$ cat src/rtl/attn_pkg.sv
// Shared constants for the attention score engine, plus elaboration-time
// generation of the exp() lookup table used by the score stage.
package attn_pkg;

    localparam int VEC_LEN     = 4;
    localparam int FIFO_DEPTH  = 2;
    localparam int DATA_W      = 8;
    localparam int ACC_W       = 17;
    localparam int EXP_W       = 9;
    localparam int SCORE_SHIFT = 10;
    localparam int EX_ENTRIES  = 2 ** (DATA_W - 1);

    typedef logic [EX_ENTRIES-1:0][EXP_W-1:0] ex_tbl_t;

    // Entry i holds round-half-up(256 * exp(-(i+1)/16)).
    // exp(-1/16) comes from a Q60 Taylor series, then is raised by repeated
    // Q31 multiplication; the accumulated error stays far below 1/2 LSB.
    function automatic ex_tbl_t ex_table_gen();
        longint  term;
        longint  c60;
        longint  c31;
        longint  v;
        ex_tbl_t t;
        term = 64'sd1 <<< 60;
        c60  = term;
        for (int k = 1; k <= 14; k++) begin
            term = -term / (16 * k);
            c60  = c60 + term;
        end
        c31 = (c60 + (64'sd1 <<< 28)) >>> 29;
        v   = 64'sd1 <<< 31;
        for (int n = 0; n < EX_ENTRIES; n++) begin
            v    = (v * c31 + (64'sd1 <<< 30)) >>> 31;
            t[n] = EXP_W'((v + (64'sd1 <<< 22)) >>> 23);
        end
        return t;
    endfunction

endpackage

$ cat src/rtl/attn_exp.sv
// Combinational exp() stage: signed Q3.4 score in, unsigned Q1.8 weight out.
// Non-negative scores saturate to 1.0; negative ones come from the table.
module attn_exp
    import attn_pkg::*;
(
    input  logic [DATA_W-1:0] mac_result_i,
    output logic [EXP_W-1:0]  ex_result_o
);

    localparam ex_tbl_t EX_TBL = ex_table_gen();

    // For negative x, ~x[6:0] == -x - 1, i.e. the table index directly.
    logic [DATA_W-2:0] idx;
    assign idx = ~mac_result_i[DATA_W-2:0];

    assign ex_result_o = mac_result_i[DATA_W-1] ? EX_TBL[idx] : EXP_W'(256);

endmodule

$ cat src/rtl/attention_engine.sv
// Byte-serial attention score engine: stores a query, MACs streamed keys,
// exp()-scales each score and queues it in a credit-protected output FIFO.
module attention_engine
    import attn_pkg::*;
(
    input  logic       clk,
    input  logic       rst_n,
    input  logic       ena,
    input  logic [7:0] ui_in,
    input  logic [7:0] uio_in,
    output logic [7:0] uo_out,
    output logic [7:0] uio_out,
    output logic [7:0] uio_oe
);

    localparam int IW = $clog2(VEC_LEN);
    localparam int PW = (FIFO_DEPTH > 1) ? $clog2(FIFO_DEPTH) : 1;
    localparam int CW = $clog2(FIFO_DEPTH + 1);

    logic [VEC_LEN-1:0][DATA_W-1:0]   q_q, q_d;
    logic [IW-1:0]                    qidx_q, qidx_d, kidx_q, kidx_d;
    logic signed [ACC_W-1:0]          acc_q, acc_d;
    logic [DATA_W-1:0]                mac_q, mac_d;
    logic                             v1_q, v1_d, qld_q, qld_d;
    logic [CW-1:0]                    credit_q, credit_d, cnt_q, cnt_d;
    logic [FIFO_DEPTH-1:0][EXP_W-1:0] mem_q, mem_d;
    logic [PW-1:0]                    rd_q, rd_d, wr_q, wr_d;

    logic signed [2*DATA_W-1:0] prod;
    logic signed [ACC_W-1:0]    prod_ext, acc_base, acc_sum;
    logic [EXP_W-1:0]           ex_val, head;
    logic in_valid, mode, out_ready, in_ready, out_valid;
    logic accept, reserve, push, pop, k_last;
    logic unused_uio;

    assign in_valid   = uio_in[0];
    assign mode       = uio_in[1];
    assign out_ready  = uio_in[2];
    assign unused_uio = &{1'b0, uio_in[7:3]};

    assign k_last    = (kidx_q == IW'(VEC_LEN - 1));
    assign out_valid = (cnt_q != '0);
    assign in_ready  = mode ? ((kidx_q != '0) || (credit_q != '0)) : (kidx_q == '0);
    assign accept    = ena & in_valid & in_ready;
    // A credit is taken when a key starts, so its result always has a FIFO slot.
    assign reserve   = accept & mode & (kidx_q == '0);
    assign push      = ena & v1_q;
    assign pop       = ena & out_valid & out_ready;

    assign prod     = $signed(q_q[kidx_q]) * $signed(ui_in);
    assign prod_ext = {{(ACC_W-2*DATA_W){prod[2*DATA_W-1]}}, prod};
    assign acc_base = (kidx_q == '0) ? '0 : acc_q;
    assign acc_sum  = acc_base + prod_ext;

    attn_exp u_exp (
        .mac_result_i (mac_q),
        .ex_result_o  (ex_val)
    );

    assign head    = out_valid ? mem_q[rd_q] : '0;
    assign uo_out  = head[7:0];
    assign uio_out = {qld_q, in_ready, out_valid, head[8], 4'b0000};
    assign uio_oe  = 8'hF0;

    always_comb begin
        q_d      = q_q;
        qidx_d   = qidx_q;
        kidx_d   = kidx_q;
        acc_d    = acc_q;
        mac_d    = mac_q;
        v1_d     = v1_q;
        qld_d    = qld_q;
        mem_d    = mem_q;
        rd_d     = rd_q;
        wr_d     = wr_q;
        cnt_d    = cnt_q + CW'(push) - CW'(pop);
        credit_d = credit_q + CW'(pop) - CW'(reserve);

        if (push) begin
            mem_d[wr_q] = ex_val;
            wr_d        = (wr_q == PW'(FIFO_DEPTH - 1)) ? '0 : wr_q + 1'b1;
            v1_d        = 1'b0;
        end
        if (pop)
            rd_d = (rd_q == PW'(FIFO_DEPTH - 1)) ? '0 : rd_q + 1'b1;

        if (accept && !mode) begin
            q_d[qidx_q] = ui_in;
            qidx_d      = (qidx_q == IW'(VEC_LEN - 1)) ? '0 : qidx_q + 1'b1;
            if (qidx_q == IW'(VEC_LEN - 1))
                qld_d = 1'b1;
        end
        if (accept && mode) begin
            acc_d  = acc_sum;
            kidx_d = k_last ? '0 : kidx_q + 1'b1;
            if (k_last) begin
                mac_d = DATA_W'(acc_sum >>> SCORE_SHIFT);
                v1_d  = 1'b1;
            end
        end
    end

    always_ff @(posedge clk or negedge rst_n) begin
        if (!rst_n) begin
            q_q      <= '0;
            qidx_q   <= '0;
            kidx_q   <= '0;
            acc_q    <= '0;
            mac_q    <= '0;
            v1_q     <= 1'b0;
            qld_q    <= 1'b0;
            mem_q    <= '0;
            rd_q     <= '0;
            wr_q     <= '0;
            cnt_q    <= '0;
            credit_q <= CW'(FIFO_DEPTH);
        end else begin
            q_q      <= q_d;
            qidx_q   <= qidx_d;
            kidx_q   <= kidx_d;
            acc_q    <= acc_d;
            mac_q    <= mac_d;
            v1_q     <= v1_d;
            qld_q    <= qld_d;
            mem_q    <= mem_d;
            rd_q     <= rd_d;
            wr_q     <= wr_d;
            cnt_q    <= cnt_d;
            credit_q <= credit_d;
        end
    end

endmodule

$ cat config.mk
export PLATFORM = sky130hd
export DESIGN_NAME = attention_engine
export DESIGN_NICKNAME = d
export VERILOG_FILES = /design/src/rtl/attn_pkg.sv /design/src/rtl/attn_exp.sv /design/src/rtl/attention_engine.sv
export SDC_FILE = /design/constraint.sdc
export NUM_CORES = 1
export LEC_CHECK = 0
export BUFFER_PORTS_ARGS = -buffer_cell sky130_fd_sc_hd__buf_2
export CORE_ASPECT_RATIO = 0.75
export CORE_MARGIN = 3
export CORE_UTILIZATION = 46
export CTS_BUF_LIST = sky130_fd_sc_hd__clkbuf_16
export CTS_CLUSTER_DIAMETER = 200
export DETAILED_ROUTE_END_ITERATION = 8
export GPL_TIMING_DRIVEN = 0
export PLACE_DENSITY_LB_ADDON = 0.15
export SKIP_LAST_GASP = 1
export SYNTH_ARGS = -nofsm -noshare
export SYNTH_HDL_FRONTEND = slang
export SYNTH_SLANG_ARGS = --single-unit
$ cat constraint.sdc
create_clock -name clk -period 10.4 [get_ports clk]
set_clock_uncertainty 0.15 [all_clocks]
set_input_delay 2.08 -clock clk [delete_from_list [all_inputs] [get_ports clk]]
set_output_delay 2.08 -clock clk [all_outputs]
set_load 0.01 [all_outputs]
# Yosys cells after proc, flatten, opt, wreduce, memory -nomap -nowiden
# Memories as Yosys holds them, arrays and structs flattened.
# Cells that the tools add are included.
[word_totals]
register_bits = 86
romBits = 1152
out_inout_bits = 24
word_cells = 78
memories = 1
[memory_table]
columns = ["memory", "depth", "width", "rd", "rd_clocked_by_memory_dff", "write_ports", "line", "source"]
rows = [
  ["(no name shown)", 128, 9, 1, 0, 0, "attn_exp.sv:16", "assign ex_result_o = mac_result_i[DATA_W-1] ? EX_TBL[idx] : EXP_W'(256);"],
]
[classes]
n_addsub = 9
n_mul = 1
magnitude_cmp = 7
eq_ne = 2
muxes = 22
bitwise_logic = 8
reduce_logical = 12
[ops]
columns = ["op", "count"]
rows = [
  ["two-way mux 9 bit", 6],
  ["bitwise mux 32 bit", 1],
  ["bitwise mux 18 bit", 1],
  ["adder 17 x 16 -> 17 bit", 1],
  ["two-way mux 17 bit", 1],
  ["binary-select mux 8 bit (select 2 bit)", 1],
  ["demux 8 bit (select 2 bit)", 1],
  ["multiplier 8 x 8 -> 16 bit", 1],
  ["two-way mux 8 bit", 2],
  ["demux 9 bit (select 1 bit)", 1],
  ["< comparator 7 x 8 -> 1 bit, second input constant", 1],
  ["bitwise AND 1 bit", 7],
  ["inverter 7 bit", 1],
  ["< comparator 2 x 3 -> 1 bit, second input constant", 2],
  ["two-way mux 1 bit", 6],
  ["nonzero test 2 bit", 3],
  ["adder 2 x 1 -> 2 bit", 2],
  ["adder 2 x 1 -> 2 bit, second input constant", 2],
  ["equality test 2 bit, second input constant", 2],
  ["logical AND 1 bit", 4],
  ["< comparator 1 x 2 -> 1 bit, second input constant", 2],
  ["two-way mux 2 bit", 2],
  ["AND reduction 2 bit", 2],
  ["subtractor 2 x 1 -> 2 bit", 2],
  ["6 further kinds", 7],
]

# Depth between registers and ports, before layout
# Gate-level depths: netlist (run 1).
[depth]
depth_word = 7
depth_mapped = 22

# By module
# Synthesis (run 1) repeated with hierarchy kept, for this count alone.
[hier_totals]
hier_cells = 758
area_unflattened_um2 = 7820.0
[by_module_without_submodules]
columns = ["mod", "instances", "cells_each", "area_per_inst_um2", "seq_area_each_um2"]
rows = [
  ["attention_engine", 1, 637, 6964.2, 2153.3],
  ["attn_exp", 1, 121, 855.8, 0.0],
]

# Least setup slack after synthesis (run 1)
# Ideal clock, no wire load.
[synth_timing]
path_kind = "input to register"
from = "in ui_in[0]"
to = "reg acc_q[14]"
setup_ns = 0.125
arrival_ns = 6.494
setup_slack_ns = 3.631
cell_stages = 15
path_cell_list = "and2_1 -> inv_1 -> fa_1 -> inv_1 -> fa_1 -> fa_1 -> fa_1 -> fa_1 -> ha_1 -> o21ai_0 -> o21bai_2 -> o22ai_2 -> o21ai_0 -> xnor2_1 -> mux2_2"
[synth_between]
elab_chain_cells = 2
[synth_rtl]
columns = ["item", "line", "source"]
rows = [
  ["start: declaration", "attention_engine.sv:9", "input logic [7:0] ui_in,"],
  ["multiplier 8 x 8 -> 16 bit", "attention_engine.sv:50", "assign prod = $signed(q_q[kidx_q]) * $signed(ui_in);"],
  ["adder 17 x 16 -> 17 bit", "attention_engine.sv:53", "assign acc_sum = acc_base + prod_ext;"],
  ["end signal: assignment", "attention_engine.sv:108", "acc_q <= '0;"],
  ["end signal: assignment", "attention_engine.sv:121", "acc_q <= acc_d;"],
  ["end: declaration", "attention_engine.sv:22", "logic signed [ACC_W-1:0] acc_q, acc_d;"],
]
# No other way between the ends.
# A chain may end at the register's enable or synchronous reset.

# Worst setup path after layout (run 1)
[layout_timing]
from = "in ui_in[1]"
to = "reg acc_q[16]"
# Same word-level chain as after synthesis.

==> results.yml, run 1 <==
finish:
  stdcell_area_sq_mm: 0.00830
  layout-drive-gt1-share_pct: 15.6
  register_area_sq_mm: 0.00215
  n_fill_cell: 1374
  fin_nets: 946
  diodes: 0
  area_growth_pct: 9.56
  multi_input_area_sq_mm: 0.00486
  final_util_pct: 53.0
timing:
  relSlewSlack_pct: 49.8
  period_needed_ns: 7.06
  setup_violations: 0
  max_freq_mhz: 142
  timing.final.crit_share_pct: 67.8
  rsz0062_at_grt: "no"
  worstMarginPinSlew_ns: 0.754
  slew_viol_final: 0
  hold_viol_final: 0
  tns_ns: 0
synthesis:
  synth_mux_area_share_pct: 9.96
  synth_area_leaders: "dfrtp_1 28%, fa_1 20%, ha_1 9.2%"
  synth_cell_types: 57
  yosysWarnings: 0
  synth_most_common_cell: "nand2_1"
  synth_edf_count: 0
  synth_top_family_by_area: "adder cells"
  seq_area_frac_synth_pct: 28.4
  synth_top_area_cell: "dfrtp_1"
  synth_async_sr_flop_share_pct: 100
  syn_inst: 748
  ys_seq_elements: 86
  synthAdderAreaFrac_pct: 29.3
  netlist_area_sq_mm: 0.00758
  synth_area_per_cell_sq_um: 10.1
  synth_commonest_cells: "97 x nand2_1, 87 x inv_1, 85 x dfrtp_1"
  synth_top_flop_cell: "dfrtp_1"
  synth_top_area_share_pct: 28.1
  synthXorXnorAreaFrac_pct: 2.77
  synth_compound_area_share_pct: 8.84
  synth-simple-area-share_pct: 12.7
floorplan:
  die_h_um: 117
  rows: 39
  core-area_sq_mm: 0.0157
  die_area_sq_mm: 0.0181
  initial_core_util_pct: 48.4
  die_w_um: 154
  ios: 43
setup_path:
  critical_path.endpoint: "acc_q[16]"
  reg2reg_from: "kidx_q[1]"
  critPathCaptureType: "flip-flop"
  critPathLaunch: "ui_in[1]"
  required_ns: 10.54
  startpoint_type: "input port"
  cp_max_fo: 10
  critical_path_class: "input port to flip-flop"
  ff2ff_setup_slack_ns: 3.72
  r2r_end: "acc_q[16]"
  arrival_ns: 7.20
  rr_worst_depth: 22
route:
  drt-total-wl_mm: 16.0
  vias: 5324
  drc: 0
  avgRoutedWirePerCell_um: 15.9
  drt_iter0_drc: 318
  ant_nets: 0
  drt_first_pass_iters: 5
  viasPerCell: 5.30
clock_network:
  clock_latency_ns: 0.35
  cts_resized: 0
  cts_made_buffers: 9
  clk_pin_slew_worst_paths_ns: 0.06
  cts_max_level: 3
  cts_setup_buffers: 0
  cts_tree: "built"
  cts.sinks: 86
  hold_buffers: 0
  cts_root_buf: "clkbuf_16"
  clockBufferDepth: 2
placement:
  dp_hpwl_mm: 12.7
  portBuffers: 25
  placed_area_sq_mm: 0.00803
  globalplace.congestion: 0.844
outcome:
  status: "finished clean"
global_route:
  grt_usage_pct: 19.1
  grt_overflow: 0
  antenna_found_initial: 0
  grt_pass1_vias: 5321
  grt_max_degree: 49
  grt_pass1_wl_mm: 27.4
min_path:
  min-delay-path-class: "flip-flop to flip-flop"
flow_run:
  cap_violations: 0
[metrics by stage]
step           cells  worst slack (ns)  hold WS (ns)
2_1_floorplan    758              3.63         0.286
3_5_place_dp     989              2.97         0.304
5_1_grt         1005              3.05         0.340
6_report        1005              3.34         0.319
3_3_place_gp     988              3.05         0.302
4_1_cts         1005              3.33         0.321
[flip-flops by register name (all words and copies together) (netlist names)]
register / flops
kidx_q: 2
v1_q: 1
q_q: 32
wr_q: 1
qidx_q: 2
cnt_q: 2
mac_q: 7
qld_q: 1
acc_q: 17
mem_q: 18
credit_q: 2
rd_q: 1
[critical path, cell delays in order]
cell and delay, ns:
buf_2 0.10, clkbuf_1 0.39, and2_1 0.60, fa_1 0.54
fa_1 0.51, fa_1 0.54, inv_1 0.05, fa_1 0.53
inv_1 0.04, ha_1 0.28, ha_1 0.35, a211o_1 0.28
o22ai_2 0.24, o31ai_2 0.11, xnor2_1 0.32, mux2_2 0.22
[metal layers]
| metal | part of all wire, % | wire, um | global-route usage (%) | vias to the layer above |
|---|---|---|---|---|
| met1 | 50 | 7990 | 28.8 | 2670 |
| met5 | 0 | 0 | 0 | - |
| met2 | 44 | 7020 | 28.5 | 117 |
| li1 | - | - | - | 2519 |
| met4 | 1.5 | 234 | 5.47 | 0 |
| met3 | 4.5 | 717 | 3.56 | 18 |
[final cells by class]
cell class,instances,share of cell area (%)
Timing Repair Buffer,26,1.87
Clock buffer,9,2.71
Inverter,88,3.98
Multi-Input combinational cell,534,58.6
Sequential cell,86,25.9
Tap cell,205,3.09
Clock inverter,7,0.603
Buffer,50,3.21
[logic make-up (layout without fill, tap and decap cells)]
family / count (synthesis) / in the layout
compound gates: 104 / 104
xor+xnor: 24 / 24
fa+ha+maj: 132 / 132
buf+inv: 138 / 180
flops: 86 / 86
mux: 58 / 58
other cells: 2 / 12
simple gates: 204 / 204
[layout by cell type, fill, tap and decap left out, types with 10 or more instances in the layout]
master / n
clkbuf_1: 23
o21ai_0: 48
a21oi_1: 11
xnor2_1: 20
mux4_2: 10
buf_2: 33
buf_4: 19
ha_1: 56
nor2b_1: 14
dfrtp_1: 85
conb_1: 12
inv_1: 88
mux2_2: 39
and2_1: 32
nand2_1: 97
fa_1: 76
nor2_1: 29
nand2b_1: 10
[how the worst min path moves through the flow]
stage          endpoint  startpoint  cells past startpoint  slack [ns]
2_1_floorplan     qld_q       qld_q                      1        0.29
3_3_place_gp      qld_q       qld_q                      1        0.30
3_5_place_dp      qld_q       qld_q                      1        0.30
5_1_grt           qld_q       qld_q                      1        0.34
6_report          qld_q       qld_q                      1        0.32
4_1_cts        acc_q[0]    acc_q[0]                      2        0.32
Power of run 1 is not shown: default switching activity piles up to over one toggle a cycle in this logic, so the estimate is an artifact.
==> run 2: changes to the inputs <==
Clock period 10.4 ns to 6.2 ns, I/O delays scaled along.
==> results.yml, run 2 (synthesized netlist as in run 1, its figures left out) <==
outcome:
  status: "finished clean"
clock_network:
  clock_latency_ns: 0.35
  cts_made_buffers: 9
  cts_max_level: 3
  clockBufferDepth: 2
  cts.sinks: 86
  cts_tree: "built"
  hold_buffers: 0
  clk_pin_slew_worst_paths_ns: 0.06
  cts_root_buf: "clkbuf_16"
min_path:
  min-delay-path-class: "flip-flop to flip-flop"
  hold_depth: 1
setup_path:
  startpoint_type: "flip-flop"
  cp_max_fo: 19
  required_ns: 6.29
  arrival_ns: 5.98
  cpMaxStageDelayCell: "fa_1"
  critPathCaptureType: "flip-flop"
  crit_chain: "clkbuf_2, inv_1, ha_1, buf_6, nand2b_1, fa_1, inv_1, fa_1, ha_1, inv_1, fa_1, inv_1, ha_1, ha_1, fa_1, a211oi_2, o21bai_2, o22ai_2, o31ai_2, xnor2_2, mux2_2"
  ff2ff_setup_slack_ns: 0.31
  rr_worst_depth: 21
  slowest_delay_ns: 0.52
  critical_path_class: "flip-flop to flip-flop"
route:
  avgRoutedWirePerCell_um: 15.9
  drc: 0
  drt-total-wl_mm: 15.9
  vias: 5297
  ant_nets: 0
  drt_iter0_drc: 323
  viasPerCell: 5.29
  drt_first_pass_iters: 5
floorplan:
  core-area_sq_mm: 0.0157
  ios: 43
  initial_core_util_pct: 48.4
  die_w_um: 154
  rows: 39
  die_h_um: 117
  die_area_sq_mm: 0.0181
global_route:
  grt_pass1_vias: 5312
  grt_pass1_wl_mm: 27.3
  grt_max_degree: 49
  grt_overflow: 0
  antenna_found_initial: 0
  grt_usage_pct: 19.0
timing:
  slew_viol_final: 0
  finalHoldWorstSlack_ns: 0.316
  period_needed_ns: 5.89
  timing.final.crit_share_pct: 95.0
  relSlewSlack_pct: 49.7
  setup_violations: 0
  max_freq_mhz: 170
  worstMarginPinSlew_ns: 0.755
  hold_viol_final: 0
finish:
  final_cell_mix: "97 x nand2_1, 88 x inv_1, 85 x dfrtp_1"
  reg_top3: "q_q x32, mem_q x18, acc_q x17"
  largest-register: "q_q"
  n_fill_cell: 1370
  diodes: 0
  largest_register_ffs: 32
  area_growth_pct: 9.78
  fin_nets: 942
  final_common_cell: "nand2_1"
  layout-drive-gt1-share_pct: 16.7
flow_run:
  cap_violations: 0
placement:
  dp_hpwl_mm: 12.7
  globalplace.congestion: 0.844
  portBuffers: 25
## run 2: per-layer routing
metal / vias to the layer above / GRT usage, % / share of wire, %
li1: 2518 / - / -
met1: 2646 / 28.6 / 50
met2: 116 / 28.4 / 44
met3: 17 / 3.56 / 4.6
met4: 0 / 5.47 / 1.4
met5: - / 0 / 0
## run 2: metrics by stage
step	util [%]	TNS, ns	area [sq um]	setup WS (ns)	cells
3_3_place_gp	51.0	-2.86	8000	-0.446	988
5_1_grt	53.1	-0.0282	8320	-0.0185	1001
4_1_cts	53.0	0	8300	0.0685	1004
2_1_floorplan	-	0	7610	0.271	758
6_report	53.1	0	8320	0.310	1001
3_5_place_dp	51.2	-4.08	8030	-0.506	989
## run 2: final timing paths
kind | start | endpoint
worst max-delay path | kidx_q[1] | acc_q[16]
worst min-delay path | qld_q | qld_q
worst max register to register | kidx_q[1] | acc_q[16]
worst min register to register | qld_q | qld_q
max in group asynchronous | rst_n | credit_q[1]
min in group asynchronous | rst_n | acc_q[16]
## run 2: final cells by class
cell class	instances	area, sq um	area share (%)
clock buffer	9	225	2.71
buffer	44	256	3.08
sequential	86	2150	25.9
inverter	88	330	3.97
timing repair buffer	28	170	2.05
multi-input combinational	534	4870	58.6
clock inverter	7	50.0	0.602
tap	205	256	3.08
## run 2: worst max-delay path: cells and delay by family, from the launching register on
family	cells	cell delay (ns)
flip-flops	1	0.34
AO/OA/AOI/OAI	4	0.82
buffers and inverters	6	0.77
adder cells (fa/ha/maj)	8	3.04
XOR/XNOR	1	0.18
AND/OR/NAND/NOR	1	0.17
multiplexers	1	0.28
## run 2: timing repair
item	CTS	global route
setup endpoints to repair	15	8
resized for setup	5	9
buffers inserted	0	2
Power of run 2 is left out for the same reason.
